`config.mk`:
```
export PLATFORM = sky130hd
export DESIGN_NAME = ysyx_25040111_axi_arbiter
export DESIGN_NICKNAME = d
export VERILOG_FILES = /design/src/rtl/ysyx_25040111_axi_arbiter_pkg.sv /design/src/rtl/ysyx_25040111_axi_arbiter_pick.sv /design/src/rtl/ysyx_25040111_axi_arbiter.sv
export SDC_FILE = /design/constraint.sdc
export NUM_CORES = 1
export LEC_CHECK = 0
export BUFFER_PORTS_ARGS = -buffer_cell sky130_fd_sc_hd__buf_4
export CAP_MARGIN = 25
export CORE_AREA = 3 3 159 161
export CTS_CLUSTER_SIZE = 14
export DETAILED_ROUTE_END_ITERATION = 16
export DIE_AREA = 0 0 162 164
export HOLD_SLACK_MARGIN = 0.06
export PLACE_DENSITY = 0.32
export SLEW_MARGIN = 15
export SYNTH_ARGS = -nofsm -noshare
export SYNTH_HDL_FRONTEND = slang
export SYNTH_SLANG_ARGS = --single-unit
export TNS_END_PERCENT = 5
```
`constraint.sdc`:
```
create_clock -name clk -period 3.95 [get_ports clk]
set_input_delay 0.395 -clock clk [delete_from_list [all_inputs] [get_ports clk]]
set_output_delay 0.395 -clock clk [all_outputs]
set_load 0.02 [all_outputs]
```
`src/rtl/ysyx_25040111_axi_arbiter_pkg.sv`:
```
// ============================================================================
// Module      : ysyx_25040111_axi_arbiter_pkg
// Description : Shared encodings for the IFU/LSU AXI4 arbiter.
// Revision    : 1.0 - initial release
// ============================================================================
`default_nettype none

package ysyx_25040111_axi_arbiter_pkg;

  localparam logic [1:0] ARB_IDLE = 2'd0;
  localparam logic [1:0] ARB_RD0  = 2'd1;
  localparam logic [1:0] ARB_RD1  = 2'd2;
  localparam logic [1:0] ARB_WR1  = 2'd3;

  localparam logic [1:0] AXI_BURST_INCR  = 2'b01;

  localparam logic [1:0] AXI_RESP_OKAY   = 2'b00;
  localparam logic [1:0] AXI_RESP_SLVERR = 2'b10;
  localparam logic [1:0] AXI_RESP_DECERR = 2'b11;

  localparam logic GRANT_M0 = 1'b0;
  localparam logic GRANT_M1 = 1'b1;

  // Bit positions in the arbitration request vector
  localparam int REQ_RD0 = 0;
  localparam int REQ_RD1 = 1;
  localparam int REQ_WR1 = 2;

endpackage

`default_nettype wire

```
`src/rtl/ysyx_25040111_axi_arbiter_pick.sv`:
```
// ============================================================================
// Module      : ysyx_25040111_arb_pick
// Description : Combinational grant selection from IDLE. Round-robin between
//               the two readers when YSYX_25040111_ARB_RR_EN is defined.
// Revision    : 1.0 - initial release
// ============================================================================
`default_nettype none

module ysyx_25040111_arb_pick
  import ysyx_25040111_axi_arbiter_pkg::*;
(
  input  logic [2:0] req,
  input  logic       last_grant,
  output logic [1:0] next_state
);

  always_comb begin
    next_state = ARB_IDLE;
    if (req[REQ_WR1]) begin
      next_state = ARB_WR1;
    end
`ifdef YSYX_25040111_ARB_RR_EN
    else if (req[REQ_RD0] && req[REQ_RD1]) begin
      next_state = (last_grant == GRANT_M0) ? ARB_RD1 : ARB_RD0;
    end
`endif
    else if (req[REQ_RD1]) begin
      next_state = ARB_RD1;
    end else if (req[REQ_RD0]) begin
      next_state = ARB_RD0;
    end
  end

`ifndef YSYX_25040111_ARB_RR_EN
  logic w_unused_last;
  assign w_unused_last = last_grant;
`endif

endmodule

`default_nettype wire

```
`src/rtl/ysyx_25040111_axi_arbiter.sv`:
```
// ============================================================================
// Module      : ysyx_25040111_axi_arbiter
// Description : IFU (M0, read-only) / LSU (M1) to io_master AXI4 arbiter with
//               a registered grant and one transaction outstanding. Optional
//               read round-robin: YSYX_25040111_ARB_RR_EN.
// Revision    : 1.0 - initial release
// ============================================================================
`default_nettype none

module ysyx_25040111_axi_arbiter
  import ysyx_25040111_axi_arbiter_pkg::*;
#(
  parameter int ADDR_W = 32,
  parameter int DATA_W = 32,
  parameter int ID_W   = 4
) (
  input  logic                  clk,
  input  logic                  rst,

  input  logic                  m0_arvalid,
  output logic                  m0_arready,
  input  logic [ADDR_W-1:0]     m0_araddr,
  input  logic [2:0]            m0_arsize,
  output logic                  m0_rvalid,
  input  logic                  m0_rready,
  output logic [DATA_W-1:0]     m0_rdata,
  output logic [1:0]            m0_rresp,
  output logic                  m0_rlast,

  input  logic                  m1_arvalid,
  output logic                  m1_arready,
  input  logic [ADDR_W-1:0]     m1_araddr,
  input  logic [2:0]            m1_arsize,
  output logic                  m1_rvalid,
  input  logic                  m1_rready,
  output logic [DATA_W-1:0]     m1_rdata,
  output logic [1:0]            m1_rresp,
  output logic                  m1_rlast,
  input  logic                  m1_awvalid,
  output logic                  m1_awready,
  input  logic [ADDR_W-1:0]     m1_awaddr,
  input  logic [2:0]            m1_awsize,
  input  logic                  m1_wvalid,
  output logic                  m1_wready,
  input  logic [DATA_W-1:0]     m1_wdata,
  input  logic [DATA_W/8-1:0]   m1_wstrb,
  input  logic                  m1_wlast,
  output logic                  m1_bvalid,
  input  logic                  m1_bready,
  output logic [1:0]            m1_bresp,

  output logic                  io_master_arvalid,
  input  logic                  io_master_arready,
  output logic [ADDR_W-1:0]     io_master_araddr,
  output logic [ID_W-1:0]       io_master_arid,
  output logic [7:0]            io_master_arlen,
  output logic [2:0]            io_master_arsize,
  output logic [1:0]            io_master_arburst,
  input  logic                  io_master_rvalid,
  output logic                  io_master_rready,
  input  logic [DATA_W-1:0]     io_master_rdata,
  input  logic [1:0]            io_master_rresp,
  input  logic                  io_master_rlast,
  output logic                  io_master_awvalid,
  input  logic                  io_master_awready,
  output logic [ADDR_W-1:0]     io_master_awaddr,
  output logic [ID_W-1:0]       io_master_awid,
  output logic [7:0]            io_master_awlen,
  output logic [2:0]            io_master_awsize,
  output logic [1:0]            io_master_awburst,
  output logic                  io_master_wvalid,
  input  logic                  io_master_wready,
  output logic [DATA_W-1:0]     io_master_wdata,
  output logic [DATA_W/8-1:0]   io_master_wstrb,
  output logic                  io_master_wlast,
  input  logic                  io_master_bvalid,
  output logic                  io_master_bready,
  input  logic [1:0]            io_master_bresp
);

  logic [1:0] r_state;
  logic [1:0] w_next_state;
  logic [1:0] w_pick_state;
  logic [2:0] w_req;
  logic       w_last_grant;
  logic       w_rd_done;
  logic       w_wr_done;

  assign w_req[REQ_RD0] = m0_arvalid;
  assign w_req[REQ_RD1] = m1_arvalid;
  assign w_req[REQ_WR1] = m1_awvalid | m1_wvalid;

  assign w_rd_done = io_master_rvalid & io_master_rready & io_master_rlast;
  assign w_wr_done = io_master_bvalid & io_master_bready;

  ysyx_25040111_arb_pick u_pick (
    .req        (w_req),
    .last_grant (w_last_grant),
    .next_state (w_pick_state)
  );

`ifdef YSYX_25040111_ARB_RR_EN
  logic r_last_grant;

  always_ff @(posedge clk or posedge rst) begin
    if (rst) begin
      r_last_grant <= GRANT_M0;
    end else if (w_rd_done) begin
      r_last_grant <= (r_state == ARB_RD1) ? GRANT_M1 : GRANT_M0;
    end
  end

  assign w_last_grant = r_last_grant;
`else
  assign w_last_grant = GRANT_M0;
`endif

  always_ff @(posedge clk or posedge rst) begin
    if (rst) begin
      r_state <= ARB_IDLE;
    end else begin
      r_state <= w_next_state;
    end
  end

  // Grants are only made from IDLE, which enforces the bubble between transactions
  always_comb begin
    w_next_state = r_state;
    case (r_state)
      ARB_IDLE: w_next_state = w_pick_state;
      ARB_RD0,
      ARB_RD1:  if (w_rd_done) w_next_state = ARB_IDLE;
      ARB_WR1:  if (w_wr_done) w_next_state = ARB_IDLE;
      default:  w_next_state = ARB_IDLE;
    endcase
  end

  assign io_master_arid  = '0;
  assign io_master_awid  = '0;
  assign io_master_arlen = 8'd0;
  assign io_master_awlen = 8'd0;

  always_comb begin
    m0_arready        = 1'b0;
    m0_rvalid         = 1'b0;
    m0_rdata          = '0;
    m0_rresp          = 2'b00;
    m0_rlast          = 1'b0;
    m1_arready        = 1'b0;
    m1_rvalid         = 1'b0;
    m1_rdata          = '0;
    m1_rresp          = 2'b00;
    m1_rlast          = 1'b0;
    m1_awready        = 1'b0;
    m1_wready         = 1'b0;
    m1_bvalid         = 1'b0;
    m1_bresp          = 2'b00;
    io_master_arvalid = 1'b0;
    io_master_araddr  = '0;
    io_master_arsize  = 3'd0;
    io_master_arburst = 2'b00;
    io_master_rready  = 1'b0;
    io_master_awvalid = 1'b0;
    io_master_awaddr  = '0;
    io_master_awsize  = 3'd0;
    io_master_awburst = 2'b00;
    io_master_wvalid  = 1'b0;
    io_master_wdata   = '0;
    io_master_wstrb   = '0;
    io_master_wlast   = 1'b0;
    io_master_bready  = 1'b0;
    case (r_state)
      ARB_RD0: begin
        io_master_arvalid = m0_arvalid;
        io_master_araddr  = m0_araddr;
        io_master_arsize  = m0_arsize;
        io_master_arburst = AXI_BURST_INCR;
        m0_arready        = io_master_arready;
        io_master_rready  = m0_rready;
        m0_rvalid         = io_master_rvalid;
        m0_rdata          = io_master_rdata;
        m0_rresp          = io_master_rresp;
        m0_rlast          = io_master_rlast;
      end
      ARB_RD1: begin
        io_master_arvalid = m1_arvalid;
        io_master_araddr  = m1_araddr;
        io_master_arsize  = m1_arsize;
        io_master_arburst = AXI_BURST_INCR;
        m1_arready        = io_master_arready;
        io_master_rready  = m1_rready;
        m1_rvalid         = io_master_rvalid;
        m1_rdata          = io_master_rdata;
        m1_rresp          = io_master_rresp;
        m1_rlast          = io_master_rlast;
      end
      ARB_WR1: begin
        io_master_awvalid = m1_awvalid;
        io_master_awaddr  = m1_awaddr;
        io_master_awsize  = m1_awsize;
        io_master_awburst = AXI_BURST_INCR;
        m1_awready        = io_master_awready;
        io_master_wvalid  = m1_wvalid;
        io_master_wdata   = m1_wdata;
        io_master_wstrb   = m1_wstrb;
        io_master_wlast   = m1_wlast;
        m1_wready         = io_master_wready;
        io_master_bready  = m1_bready;
        m1_bvalid         = io_master_bvalid;
        m1_bresp          = io_master_bresp;
      end
      default: ;
    endcase
  end

endmodule

`default_nettype wire

```
# [Word level (Yosys, flattened, before mapping)]
# Cells that the tools add are included.
[word_totals] regBits=2 latch_bits=0 ramBits=0 mem_bits_ro=0 output_inout_bits=219 mem_count=0
[op_classes] n_addsub=0 multipliers=0 div=0 n_lt_le_gt_ge=0 n_eq_ne=5 shifts=0 n_mux=34 bitwise=4 n_reduce_logical=3
[ops] op="32-bit 2-to-1 mux" count=4
[ops] op="32-bit one-hot mux with 2 select lines" count=1
[ops] op="1-bit 2-to-1 mux" count=16
[ops] op="2-bit 2-to-1 mux" count=7
[ops] op="2-bit one-hot mux with 3 select lines" count=1
[ops] op="3-bit one-hot mux with 2 select lines" count=1
[ops] op="2-bit equality test, second input constant" count=2
[ops] op="4-bit 2-to-1 mux" count=1
[ops] op="1-bit one-hot mux with 2 select lines" count=2
[ops] op="1-bit AND" count=3
[ops] op="3-bit 2-to-1 mux" count=1
[ops] op="2-bit by 1-bit equality test with 1-bit output, second input constant" count=1
[ops] op="2-bit zero test" count=1
[ops] op="2-bit by 1-bit != test with 1-bit output, second input constant" count=1
[ops] op="2-bit != test, second input constant" count=1
[ops] op="2-bit AND reduction" count=1
[ops] op="2-bit OR reduction" count=1
[ops] op="1-bit bitwise OR" count=1

# [Depth between registers and ports, before layout]
# Gate-level depths: netlist (run 1).
[depth] ltp_word=6 depth_mapped=6 mapped_depth_nobuf=5

# [Cells and area by module]
# A second synthesis (run 1) with hierarchy kept.
[hier_totals] hier_cells=304 hier_area_um2=1993.2
[modules_own_cells] mod="ysyx_25040111_axi_arbiter" instances=1 cells_per_inst=301 area_each_um2=1975.6 seq_area_each_um2=50.0
[modules_own_cells] mod="ysyx_25040111_arb_pick" instances=1 cells_per_inst=3 area_each_um2=17.5 seq_area_each_um2=0.0

# [Least setup slack after synthesis (run 1)]
# No wires, ideal clock.
[synth_timing] path_kind="reg2out" startpoint="register r_state[0]" endpoint="output io_master_araddr[0]" arrival_time_ps=1617 required_time_ps=3555 setup_slack_ps=1938 stages_incl_launch_ff=6 path_buffers=2 path_cell_list="dfrtp_1 inv_1 ha_1 buf_2 clkbuf_1 nor2b_1"
[synth_via] elab_chain_len=2 elab_cells_between_ends=3 classes_between="eq/ne: 2; mux: 1"
[synth_lines] item="start, declared" line="ysyx_25040111_axi_arbiter.sv:81" rtl="logic [1:0] r_state;"
[synth_lines] item="start signal, assigned" line="ysyx_25040111_axi_arbiter.sv:122" rtl="r_state <= w_next_state;"
[synth_lines] item="2-bit equality test / 2-bit by 1-bit equality test with 1-bit output (equally long branches)" line="ysyx_25040111_axi_arbiter.sv:172" rtl="case (r_state)"
[synth_lines] item="32-bit one-hot mux with 2 select lines *" line="ysyx_25040111_axi_arbiter.sv:172"
[synth_lines] item="end, declared" line="ysyx_25040111_axi_arbiter.sv:54" rtl="output logic [ADDR_W-1:0] io_master_araddr,"
# Every way passes the cells marked *; elsewhere a longest branch is shown, timed or not.

# [Worst setup path after layout (run 1)]
[layout_timing] startpoint="register r_state[1]" endpoint="output io_master_araddr[6]"
# Same word-level chain as after synthesis.

==> key figures, run 1 <==
Timing
  – Crit share post-route: 0.699
  – Clock Skews: 3.58 ps
  – Max Slew Vio Count: 0
  – Hold Fails Final Rpt: 0
  – F_max: 362 MHz
  – Rel. slew slack: 0.428
  – RSZ-0062 raised after global routing: false
  – Slew @ Worst Pin: 858 ps
  – Worst Slack Setup Final: 1190 ps
  – Final setup TNS: 0 ps
  – # setup viols final: 0
  – Final min period: 2760 ps

Synthesis
  – Area leader, netlist: and2_1
  – Sequential area share after synthesis: 0.0252
  – Most used DFF post-synth: dfrtp_1
  – Yosys reg bits: 2
  – Syn. warnings: 0
  – FFs w/ async S/R, synth: 1.00
  – Top-count cell post-synth: and2_1
  – Synth top area share: 0.486
  – Largest cells by area after synthesis: and2_1 (49%), a22oi_1 (14%), nor2b_1 (12%)
  – Mapped Cells: 301
  – EDFF count, synth: 0
  – Mapped cell area: 0.00198 mm²
  – Netlist cell types: 16
  – Most instantiated cells after synthesis: and2_1 (154), nor2b_1 (38), a22oi_1 (37), buf_4 (27), clkbuf_1 (17)
  – Avg Inst Size Synth: 6.59 µm²

CTS
  – Setup bufs post-CTS: 0
  – Clk_lat worst skew: 230 ps
  – CTS Buf Count: 3
  – Clk buf depth: 2
  – Htree depth: 1
  – # hold bufs at CTS: 1
  – Reg clk slew, reported paths: 30 ps
  – Clock Sinks: 2
  – CTS tree: yes
  – Post-CTS resize count: 0
  – Root buf cell: clkbuf_16

Worst setup path
  – Reg-to-reg slack, setup: 1550 ps
  – Setup crit start kind: register
  – Critical Path Fanout Max: 48
  – R2r endpoint: r_state[1]
  – Endpoint class of the critical path: primary output
  – Setup CP Type: reg -> out
  – Required @ worst endpoint: 3560 ps
  – R2r worst-path depth: 5
  – Arrival time at the worst endpoint: 2370 ps
  – R2r startpoint: r_state[1]

Global routing
  – Largest net degree at the start of global routing: 49
  – GRT Resource Usage Total: 0.0978
  – Vias in the first global route: 3540
  – Wire length of the first global-routing pass: 20300 µm
  – Initial antenna violation count: 0
  – GRT Residual Overflow: 0

Floorplan
  – Die height: 164 µm
  – Core Area: 0.0241 mm²
  – Die area: 0.0266 mm²
  – IO Count: 412
  – Initial Util: 0.0823
  – Cell Rows: 57
  – Die Wd: 162 µm

Placed design
  – HPWL after DPL: 12400 µm
  – Setup Slack @ Placement: 1320 ps
  – DP Area: 0.00510 mm²
  – Routability congestion estimate from global placement: 0.775
  – Number of buffers added on ports: 385

Power
  – Pwr dens: 560 mW/mm²
  – Maximum VDD drop: 171 µV
  – Psw: 1.56 mW
  – Leakage power: 2.75 nW
  – Switching Fraction: 0.536
  – Clock network fraction of design power: 0.054
  – Internal power: 1.34 mW
  – Combinational share of power: 0.932
  – Reg power frac: 0.014

Finish
  – Share of cells above drive strength 1: 0.597
  – Final Instance Area: 0.00518 mm²
  – Fillers: 2714
  – # diodes: 0
  – Biggest register: r_state
  – Final nets: 862
  – Largest registers: r_state x2
  – Max reg flops: 2
  – Area growth syn-to-layout: 161%

Detailed routing
  – 1st-iter DRT viols: 94
  – Via count: 3339
  – Routed Antenna Nets: 0
  – WL/cell: 14.7 µm
  – Routed Wire Length: 14500 µm
  – DRC Markers: 0
  – Drt via density: 3.38
  – Pre-Repair DR Iteration Count: 4

Worst hold path
  – HP Start: m1_awvalid
  – Worst hold path depth: 3
  – Hold Path Class: in -> reg
  – Hold endpoint: r_state[0]

Run
  – MaxCap Viol Count: 0

Status
  – Status: completed
==> through the flow <==
| step | hold WS, ps | total power, mW | util | instances |
|---|---|---|---|---|
| after global placement | 263 | 2.80 | 0.210 | 982 |
| after global routing | 558 | 3.13 | 0.215 | 987 |
| after detailed placement | 269 | 2.80 | 0.211 | 983 |
| after floorplan | 136 | 1.62 | - | 326 |
| final | 516 | 2.90 | 0.215 | 987 |
| after CTS | 525 | 2.97 | 0.215 | 987 |
==> area by class of cell <==
| class | count | area [µm²] | share of cell area |
|---|---|---|---|
| multi-input cells | 266 | 1700 | 0.328 |
| repair buffers | 389 | 2940 | 0.568 |
| clock buffers | 3 | 75.1 | 0.0145 |
| inverters | 3 | 11.3 | 0.00217 |
| well taps | 324 | 405 | 0.0782 |
| flip-flops and latches | 2 | 50.0 | 0.00966 |
==> metal layers <==
layer  track usage  wire (µm)  vias to the layer above
met1        0.0966       4770                     1471
met5             0          0                        -
li1              -          -                     1629
met3        0.0277       1530                        8
met4        0.0213        138                        0
met2         0.200       8040                      231
==> logic make-up (layout without fill, tap and decap cells) <==
family                   after synthesis  in the layout  share of synthesized area
AO/OA/AOI/OAI                         41             41                      0.159
adder cells (fa/ha/maj)                4              4                     0.0252
buffers and inverters                 58            395                      0.171
flip-flops                             2              2                     0.0252
multiplexers                           2              2                     0.0101
other                                  1             26                    0.00189
AND/OR/NAND/NOR                      193            193                      0.608
==> worst max-delay path: stages, from the launching register on <==
cell     delay, ps
dfrtp_1        390
inv_1          110
ha_2           760
buf_4          410
a22oi_1        140
nor2b_1        150
buf_4          150
==> power by group through the flow <==
stage	sequential, mW	clock, mW	combinational [mW]
6_report	0.0409	0.156	2.70
3_5_place_dp	0.0417	0	2.76
2_1_floorplan	0.0381	0	1.58
4_1_cts	0.0408	0.160	2.77
5_1_grt	0.0433	0.163	2.92
3_3_place_gp	0.0397	0	2.76
==> worst max-delay path by stage <==
stage | startpoint | endpoint | slack, ps
after floorplan | r_state[0] | io_master_araddr[0] | 1940
after global placement | r_state[1] | r_state[1] | 1380
after detailed placement | r_state[1] | io_master_araddr[11] | 1320
after CTS | r_state[1] | io_master_araddr[11] | 1090
after global routing | r_state[1] | io_master_araddr[10] | 910
final | r_state[1] | io_master_araddr[6] | 1190
==> placed cells by master, fill, tap and decap left out, drive strengths merged, types with 3 or more instances in the layout <==
cell    count
clkbuf      3
and2      154
inv         3
buf       388
a22oi      37
ha          4
conb       26
nor2b      38
Note: power is estimated with default switching activity, not from simulation.
==> run 2: changes to the inputs <==
CORE_AREA = 3 3 161 163   (was 3 3 159 161)
DIE_AREA = 0 0 164 166   (was 0 0 162 164)
PLACE_DENSITY = 0.31   (was 0.32)
clock period = 2.77 ns   (was 3.95 ns; I/O delays follow)
==> run 2 against run 1 <==
  * Design area grew 0.68%
  * Clock skew shrank 1.6 ps
  * Cell count grew 0.51%
  * Critical path depth is the same
  * Routed wire length shrank 1.5%
  * Sequential power grew 44%
  * Core utilization shrank 0.17 points
  * Sequential share of layout area is essentially flat
  * Non-clock buffer count grew 4
  * Die area grew 2.5%
  * Critical path type unchanged
  * Critical endpoint is now io_master_araddr[26]
==> key figures, run 2 (synthesis gave the netlist of run 1 again) <==
CTS
  – Root buf cell: clkbuf_16 (unchanged)
  – Clk_lat worst skew: 220 ps (was 230 ps)
  – Clock Sinks: 2 (unchanged)
  – CTS Buf Count: 3 (unchanged)
  – CTS tree: yes (unchanged)
  – Reg clk slew, reported paths: 30 ps (about the same)
  – Htree depth: 1 (unchanged)
  – Clk buf depth: 2 (unchanged)

Finish
  – Most common cell after layout, fill and taps aside: buf_4 (unchanged)
  – Area growth syn-to-layout: 163% (was 161%)
  – Largest registers: r_state x2 (unchanged)
  – Final nets: 866 (was 862)
  – Fillers: 2750 (was 2714)
  – Biggest register: r_state (unchanged)
  – Max reg flops: 2 (unchanged)
  – Share of cells above drive strength 1: 0.598 (was 0.597)
  – Fin cells: 992 (was 987)
  – Most frequent cells in the layout: buf_4 (390), and2_1 (154), nor2b_1 (38) (was buf_4 (387), and2_1 (154), nor2b_1 (38))

Power
  – Psw: 2.23 mW (was 1.56 mW)
  – Maximum VDD drop: 267 µV (was 171 µV)
  – Reg power frac: 0.014 (about the same)
  – Clock network fraction of design power: 0.053 (was 0.054)
  – Leakage power: 2.78 nW (was 2.75 nW)
  – Switching Fraction: 0.533 (was 0.536)
  – Internal power: 1.95 mW (was 1.34 mW)
  – Combinational share of power: 0.933 (was 0.932)
  – Pwr dens: 801 mW/mm² (was 560 mW/mm²)

Timing
  – Crit share post-route: 0.790
  – Hold Fails Final Rpt: 0 (unchanged)
  – # setup viols final: 0 (unchanged)
  – Final setup TNS: 0 ps (unchanged)
  – RSZ-0062 raised after global routing: false (unchanged)
  – F_max: 457 MHz
  – Clock Skews: 2.02 ps (was 3.58 ps)
  – Rel. slew slack: 0.588 (was 0.428)
  – Final min period: 2190 ps
  – Slew @ Worst Pin: 619 ps (was 858 ps)
  – Max Slew Vio Count: 0 (unchanged)

Run
  – MaxCap Viol Count: 0 (unchanged)

Placed design
  – DP Cell Count: 987 (was 983)
  – HPWL after DPL: 12500 µm (was 12400 µm)
  – Routability congestion estimate from global placement: 0.776 (was 0.775)
  – Number of buffers added on ports: 385 (unchanged)

Floorplan
  – Die area: 0.0272 mm² (was 0.0266 mm²)
  – Initial Util: 0.0811 (was 0.0823)
  – IO Count: 412 (unchanged)
  – Cell Rows: 57 (unchanged)
  – Die height: 166 µm (was 164 µm)
  – Die Wd: 164 µm (was 162 µm)
  – Core Area: 0.0245 mm² (was 0.0241 mm²)

Worst setup path
  – Slowest CP cell: ha_2 (unchanged)
  – Setup crit start kind: register (unchanged)
  – Slowest cell delay on critical path: 470 ps (was 760 ps)
  – Setup CP Type: reg -> out (unchanged)
  – Required @ worst endpoint: 2490 ps (was 3560 ps)
  – Arrival time at the worst endpoint: 1910 ps (was 2370 ps)
  – Endpoint class of the critical path: primary output (unchanged)
  – CP cell instances: inv_1, ha_2, buf_12, a22oi_1, nor2b_1, buf_4 (was inv_1, ha_2, buf_4, a22oi_1, nor2b_1, buf_4)
  – Critical Path Fanout Max: 33 (was 48)

Global routing
  – Vias in the first global route: 3418 (was 3540)
  – GRT Resource Usage Total: 0.0947 (was 0.0978)
  – GRT Residual Overflow: 0 (unchanged)
  – Wire length of the first global-routing pass: 20000 µm (was 20300 µm)
  – Initial antenna violation count: 0 (unchanged)
  – Largest net degree at the start of global routing: 45 (was 49)

Detailed routing
  – Drt via density: 3.37 (was 3.38)
  – Via count: 3343 (was 3339)
  – 1st-iter DRT viols: 94 (unchanged)
  – DRC Markers: 0 (unchanged)
  – Routed Antenna Nets: 0 (unchanged)
  – WL/cell: 14.4 µm (was 14.7 µm)
  – Pre-Repair DR Iteration Count: 4 (unchanged)
  – Routed Wire Length: 14300 µm (was 14500 µm)

Status
  – Status: completed (unchanged)

Worst hold path
  – Hold Path Class: in -> reg (unchanged)
==> run 2: cell type report <==
class / instances / area [µm²] / area share
inverter: 3 / 11.3 / 0.00216
sequential: 2 / 50.0 / 0.00959
clock buffer: 3 / 75.1 / 0.0144
timing repair buffer: 393 / 2980 / 0.571
antenna: 1 / 2.50 / 0.000480
tap: 324 / 405 / 0.0777
multi-input combinational: 266 / 1700 / 0.325
==> run 2: repair_timing <==
item | in CTS | in global routing
endpoints found under the hold margin | 2 | 0
resized for setup | 0 | 0
hold buffers | 1 | 0
buffers inserted | 0 | 0
==> run 2: metrics by stage <==
step | worst slack (ps) | utilization | area (µm²) | hold slack, ps | total power, mW
after floorplan | 876 | - | 2080 | 18.2 | 2.31
after detailed placement | 777 | 0.210 | 5130 | 145 | 4.03
after CTS | 531 | 0.213 | 5220 | 412 | 4.26
final | 582 | 0.213 | 5220 | 399 | 4.18
after global routing | 422 | 0.213 | 5220 | 428 | 4.49
after global placement | 834 | 0.210 | 5130 | 145 | 4.05
==> run 2: power groups by stage <==
stage,clock (mW),combinational [mW],sequential [mW]
finish,0.220,3.90,0.0588
global route,0.226,4.21,0.0609
CTS,0.223,3.98,0.0589
detailed placement,0,3.97,0.0591
global placement,0,3.99,0.0578
floorplan,0,2.26,0.0543
==> run 2: worst paths after layout <==
kind                       startpoint                    to  slack (ps)  cells after the start
max in group asynchronous         rst            r_state[1]        2150                      3
min in group asynchronous         rst            r_state[0]         510                      3
hold reg to reg            r_state[1]            r_state[1]         630                      2
setup / recovery           r_state[0]  io_master_araddr[26]         580                      6
setup reg to reg           r_state[1]            r_state[1]         870                      6
hold / removal             m1_awvalid            r_state[0]         400                      3
==> run 2: critical path, delay by kind of cell, from the launching register on <==
kind                     cells  cell delay (ps)
AO/OA/AOI/OAI                1              120
adder cells (fa/ha/maj)      1              470
flip-flops                   1              400
AND/OR/NAND/NOR              1              160
buffers and inverters        3              530
==> run 2: metal layers <==
metal | share of wire | GRT usage
met4 | 0.014 | 0.0202
met5 | 0 | 0
met3 | 0.098 | 0.0247
met1 | 0.33 | 0.0914
met2 | 0.56 | 0.195
